<file path="config.mk">
export PLATFORM = sky130hd
export DESIGN_NAME = sar_sequencer
export DESIGN_NICKNAME = d
export VERILOG_FILES = /design/src/rtl/sar_sequencer.sv
export SDC_FILE = /design/constraint.sdc
export NUM_CORES = 1
export LEC_CHECK = 0
export CAP_MARGIN = 20
export CORE_ASPECT_RATIO = 1.5
export CORE_UTILIZATION = 55
export CTS_BUF_LIST = sky130_fd_sc_hd__clkbuf_8
export CTS_CLUSTER_SIZE = 40
export DETAILED_ROUTE_END_ITERATION = 16
export GPL_TIMING_DRIVEN = 0
export PLACE_DENSITY = 0.88
export SLEW_MARGIN = 20
export SYNTH_ARGS = -nofsm -noshare
export SYNTH_HDL_FRONTEND = slang
export SYNTH_SLANG_ARGS = --single-unit
</file>
<file path="constraint.sdc">
create_clock -name clk -period 3.5 [get_ports clk]
set_clock_uncertainty 0.15 [all_clocks]
set_input_delay 0.525 -clock clk [delete_from_list [all_inputs] [get_ports clk]]
set_output_delay 0.525 -clock clk [all_outputs]
set_load 0.05 [all_outputs]
</file>
<file path="src/rtl/sar_sequencer.sv">
// -----------------------------------------------------------------------------
// sar_sequencer
//
// Successive-approximation controller for the multi-channel ADC front end.
// On an accepted start it converts every enabled channel in ascending order.
// For each channel it walks one bit at a time, MSB first, through a trial DAC
// code, and uses the shared comparator to decide whether to keep each bit.
//
// Ports
//   clk          system clock, rising edge
//   reset        asynchronous, active-high reset
//   start        single-cycle scan request, honoured only when idle
//   ch_mask      channel enables, latched when a start is accepted
//   abort        synchronous abort; drops the scan with no done pulse
//   comp         comparator output, 1 = input >= trial code (keep bit)
//   D            trial DAC code
//   bitctrl      one-hot bit under test, MSB first
//   ADCctrl      one-hot channel select, zero when idle
//   busy         high from the cycle after an accepted start until idle again
//   result       finished code, held until the next result
//   result_ch    channel index of result
//   result_valid one-cycle pulse per finished channel
//   done         one-cycle pulse at the end of a scan
//
// All outputs are registered and take the value that belongs to the state
// being entered, so each state's outputs are visible during that state.
// -----------------------------------------------------------------------------
module sar_sequencer #(
    parameter int NBITS  = 10,
    parameter int NCH    = 8,
    parameter int SETTLE = 2
) (
    input  logic                   clk,
    input  logic                   reset,
    input  logic                   start,
    input  logic [NCH-1:0]         ch_mask,
    input  logic                   abort,
    input  logic                   comp,
    output logic [NBITS-1:0]       D,
    output logic [NBITS-1:0]       bitctrl,
    output logic [NCH-1:0]         ADCctrl,
    output logic                   busy,
    output logic [NBITS-1:0]       result,
    output logic [$clog2(NCH)-1:0] result_ch,
    output logic                   result_valid,
    output logic                   done
);

    localparam int               CHW       = $clog2(NCH);
    localparam logic [NBITS-1:0] MSB       = {1'b1, {(NBITS-1){1'b0}}};
    localparam logic [3:0]       SETTLE_LD = 4'(SETTLE);

    typedef enum logic [2:0] {
        S_IDLE,
        S_SELECT,
        S_SETTLE,
        S_DECIDE,
        S_NEXTCH,
        S_DONE
    } state_t;

    state_t         state;
    logic [NCH-1:0] mask;
    logic [CHW-1:0] ch;
    logic [3:0]     cnt;

    // Lowest set channel at or above lo; MSB of the return value flags a hit.
    function automatic logic [CHW:0] find_ch(input logic [NCH-1:0] m, input int lo);
        logic [CHW:0] hit;
        hit = '0;
        for (int i = NCH - 1; i >= 0; i--) begin
            if (i >= lo && m[i]) begin
                hit = {1'b1, CHW'(i)};
            end
        end
        return hit;
    endfunction

    function automatic logic [NCH-1:0] ch_onehot(input logic [CHW-1:0] idx);
        logic [NCH-1:0] oh;
        oh      = '0;
        oh[idx] = 1'b1;
        return oh;
    endfunction

    logic [CHW:0]     first_hit;
    logic [CHW:0]     next_hit;
    logic [NBITS-1:0] kept;
    logic [NBITS-1:0] next_bit;

    assign first_hit = find_ch(ch_mask, 0);
    // Search strictly above the current channel: the scan never wraps.
    assign next_hit  = find_ch(mask, int'(ch) + 1);
    // Trial code after the decision: drop the bit under test if comp says so.
    assign kept      = comp ? D : (D & ~bitctrl);
    assign next_bit  = bitctrl >> 1;

    always_ff @(posedge clk or posedge reset) begin
        if (reset) begin
            state        <= S_IDLE;
            mask         <= '0;
            ch           <= '0;
            cnt          <= '0;
            D            <= '0;
            bitctrl      <= '0;
            ADCctrl      <= '0;
            busy         <= 1'b0;
            result       <= '0;
            result_ch    <= '0;
            result_valid <= 1'b0;
            done         <= 1'b0;
        end else begin
            result_valid <= 1'b0;
            done         <= 1'b0;

            if (abort) begin
                // Abort also wins over a start seen in the same idle cycle.
                state   <= S_IDLE;
                D       <= '0;
                bitctrl <= '0;
                ADCctrl <= '0;
                busy    <= 1'b0;
            end else begin
                case (state)
                    S_IDLE: begin
                        if (start) begin
                            busy <= 1'b1;
                            mask <= ch_mask;
                            if (first_hit[CHW]) begin
                                state   <= S_SELECT;
                                ch      <= first_hit[CHW-1:0];
                                ADCctrl <= ch_onehot(first_hit[CHW-1:0]);
                                D       <= MSB;
                                bitctrl <= MSB;
                                cnt     <= SETTLE_LD;
                            end else begin
                                state <= S_DONE;
                                done  <= 1'b1;
                            end
                        end
                    end

                    S_SELECT: begin
                        state <= S_SETTLE;
                    end

                    // cnt was loaded with SETTLE on entry, so this state lasts
                    // exactly SETTLE cycles.
                    S_SETTLE: begin
                        if (cnt == 4'd1) begin
                            state <= S_DECIDE;
                        end else begin
                            cnt <= cnt - 4'd1;
                        end
                    end

                    S_DECIDE: begin
                        if (bitctrl[0]) begin
                            state        <= S_NEXTCH;
                            result       <= kept;
                            result_ch    <= ch;
                            result_valid <= 1'b1;
                            bitctrl      <= '0;
                            D            <= '0;
                        end else begin
                            state   <= S_SETTLE;
                            bitctrl <= next_bit;
                            D       <= kept | next_bit;
                            cnt     <= SETTLE_LD;
                        end
                    end

                    S_NEXTCH: begin
                        if (next_hit[CHW]) begin
                            state   <= S_SELECT;
                            ch      <= next_hit[CHW-1:0];
                            ADCctrl <= ch_onehot(next_hit[CHW-1:0]);
                            D       <= MSB;
                            bitctrl <= MSB;
                            cnt     <= SETTLE_LD;
                        end else begin
                            state   <= S_DONE;
                            ADCctrl <= '0;
                            done    <= 1'b1;
                        end
                    end

                    S_DONE: begin
                        state   <= S_IDLE;
                        ADCctrl <= '0;
                        busy    <= 1'b0;
                    end

                    default: begin
                        state <= S_IDLE;
                    end
                endcase
            end
        end
    end

    a_onehot_ctrl: assert property (@(posedge clk) disable iff (reset)
        $onehot0(bitctrl) && $onehot0(ADCctrl));

endmodule

</file>
==> flow_summary.ini <==
[clock_tree]
cts-htree-levels = 3
clk_latency_ps = 340
cts-root-buf = clkbuf_8
cts_hold_buf = 0
cts_sinks = 62
cts_made_buffers = 9
clk_path_buf_depth = 2
cts_setup_buffers = 0
cts_tree = done
clk_pin_slew_ps = 70
cts_resized = 0

[worst_setup_path]
arrival_ps = 3050
critPathRequiredTime_ps = 3610
cp-start-kind = flip-flop
ff2ff_setup_slack_ps = 560
crit-reg2reg-launch = ch[0]
reg2reg_to = bitctrl[3]
end_kind = flip-flop
critical_path_class = flip-flop to flip-flop
crit_path_start = ch[0]
rr_worst_depth = 9
crit_fanout = 10

[sta]
slew_violations = 0
setup_viol = 0
max_freq_mhz = 340
worstMarginPinSlew_ps = 688
slew_headroom = 0.537
finalHoldWorstSlack_ps = 328
tns_ps = 0
rsz0062_at_grt = false
min_period_ps = 2940
fin_crit_sh = 0.841
hold_viol_final = 0

[power]
power_leakage_uw = 0.00175
power_density_nw_per_um2 = 452
power_switching_uw = 616
seq_power_share = 0.432
sw_frac_of_total = 0.329
p_total_uw = 1870
clock_power_share = 0.336
p_int_uw = 1260
irDropWorstVdd_uv = 338
combPwrFrac = 0.232

[grt]
grt_overflow = 0
grt_max_degree = 44
grt_usage = 0.288
grt_pass1_vias = 2987
grt_pass1_wl_mm = 14.1
antenna_found_initial = 0

[die]
die_h_um = 96.7
ioPinCount = 57
start_util = 0.568
die_area_um2 = 6290
core_area_um2 = 5790
dieWidth_um = 65.1
row_count = 34

[route]
wl_met1_mm = 3.29
met3WireLength_um = 404
ant_nets = 0
drt_wl_total_mm = 8.13
vias = 2989
drc = 0
wl_met2_mm = 4.15
via_per_inst = 6.06
wire_per_inst_um = 16.5
first_pass_iters = 5
routed.top_layer = met4
drtIter0Drc = 311

[final_layout]
area_delta_synth_final_pct = 25.9
antennaDiodeCount = 0
layout.nets = 435
nFillCells = 461
finalInstanceArea_um2 = 4140
final_layout_size_suffix_gt1_frac = 0.112

[synthesis]
yosysMostFrequentCell = dfrtp_1
synth_nets = 369
synth_top_area_share = 0.472
synth_area_leaders = dfrtp_1 (47%), nand2_1 (6.7%), a21oi_1 (4.9%)
synth_edf_count = 0
ys_seq_elements = 62
synth_area_leader_cell = dfrtp_1
synth_cells = 350
seq_area_frac_synth = 0.472
synth_cell_types = 56
async_flop_share = 1.00
synthTopCellsByCount = dfrtp_1 (62), nand2_1 (59), a21oi_1 (32), o21ai_0 (26), nor2_1 (16)
yosys_warnings = 0
synth_flop_cell = dfrtp_1
syn-mean-instance-area_um2 = 9.39
syn_area_um2 = 3290

[worst_hold_path]
hold_class = primary input to asynchronous set/reset pin

[placement]
io_buffers = 54
dpl_cell_area_um2 = 3940
hpwl_mm = 5.92
gp_congestion = 0.890

[status]
status = finished clean

[flow_run]
cap_violations = 0
[layout make-up]
class                           instances  area [um^2]  area share
Clock inverter                          7         75.1      0.0181
Sequential cell                        62         1550       0.375
Buffer                                 14         65.1      0.0157
Clock buffer                            9          124      0.0299
Tap cell                               72         90.1      0.0218
Multi-Input combinational cell        259         1610       0.390
Inverter                               15         58.8      0.0142
Timing Repair Buffer                   55          561       0.135
[worst max-delay path: stages, from the launching register on]
cell	delay, ps
dfrtp_1	490
inv_1	130
ha_1	380
a22o_1	330
a211oi_2	340
o2111ai_4	230
o21ai_4	340
buf_4	240
nand2_1	80
a21oi_1	150
[cells by family after synthesis]
group	count (synthesis)	synth area share
AND/OR/NAND/NOR	129	0.193
AO/OA/AOI/OAI	113	0.240
flip-flops	62	0.472
buffers and inverters	29	0.0369
multiplexers	10	0.0331
adder cells (fa/ha/maj)	6	0.0228
XOR/XNOR	1	0.00267
[registers in the layout, summed over array words and instances, names as in the netlist]
| register | count |
|---|---|
| ADCctrl | 8 |
| D | 10 |
| bitctrl | 10 |
| busy | 1 |
| ch | 3 |
| cnt | 4 |
| done | 1 |
| mask | 8 |
| result | 10 |
| result_ch | 3 |
| result_valid | 1 |
| state | 3 |
[placed cells by master, fill, tap and decap left out, drive strengths merged, types with 3 or more instances in the layout]
cell type / instances
a31oi: 4
and3: 13
clkdlybuf4s50: 54
inv: 15
mux2: 7
nor4: 5
mux2i: 3
o31ai: 4
nand3: 5
o221ai: 3
a2bb2oi: 3
nand2b: 14
clkinvlp: 3
nand2: 59
ha: 6
or3: 3
o21a: 3
clkbuf: 17
nor3: 7
a21o: 5
dfrtp: 62
clkinv: 3
o21ai: 37
nor2: 16
a21oi: 33
buf: 7
[worst max-delay path by stage]
| stage | endpoint | slack [ps] | depth (start not counted) |
|---|---|---|---|
| floorplan | D[0] | 990 | 9 |
| global placement | cnt[1] | 230 | 2 |
| detailed placement | ADCctrl[6] | 530 | 7 |
| CTS | ch[1] | 560 | 8 |
| global route | bitctrl[8] | 350 | 9 |
| finish | bitctrl[3] | 560 | 9 |
[power by group through the flow]
stage / sequential [uW] / combinational [uW] / clock, uW
floorplan: 839 / 294 / 0
finish: 809 / 433 / 629
CTS: 808 / 432 / 633
global placement: 818 / 413 / 0
global route: 817 / 473 / 663
detailed placement: 821 / 429 / 0
[routing by layer]
layer | GRT usage | vias to the layer above
met2 | 0.466 | 128
met4 | 0.135 | 0
met1 | 0.361 | 1442
met5 | 0 | -
met3 | 0.0637 | 33
li1 | - | 1386
[per-stage QoR]
step                worst slack [ps]  instances  utilization
finish                           556        493        0.715
global route                     352        493        0.715
CTS                              563        493        0.715
detailed placement               526        477        0.681
global placement                 228        476        0.677
floorplan                        987        350            -
No activity file was read; power rests on OpenSTA's default activity.
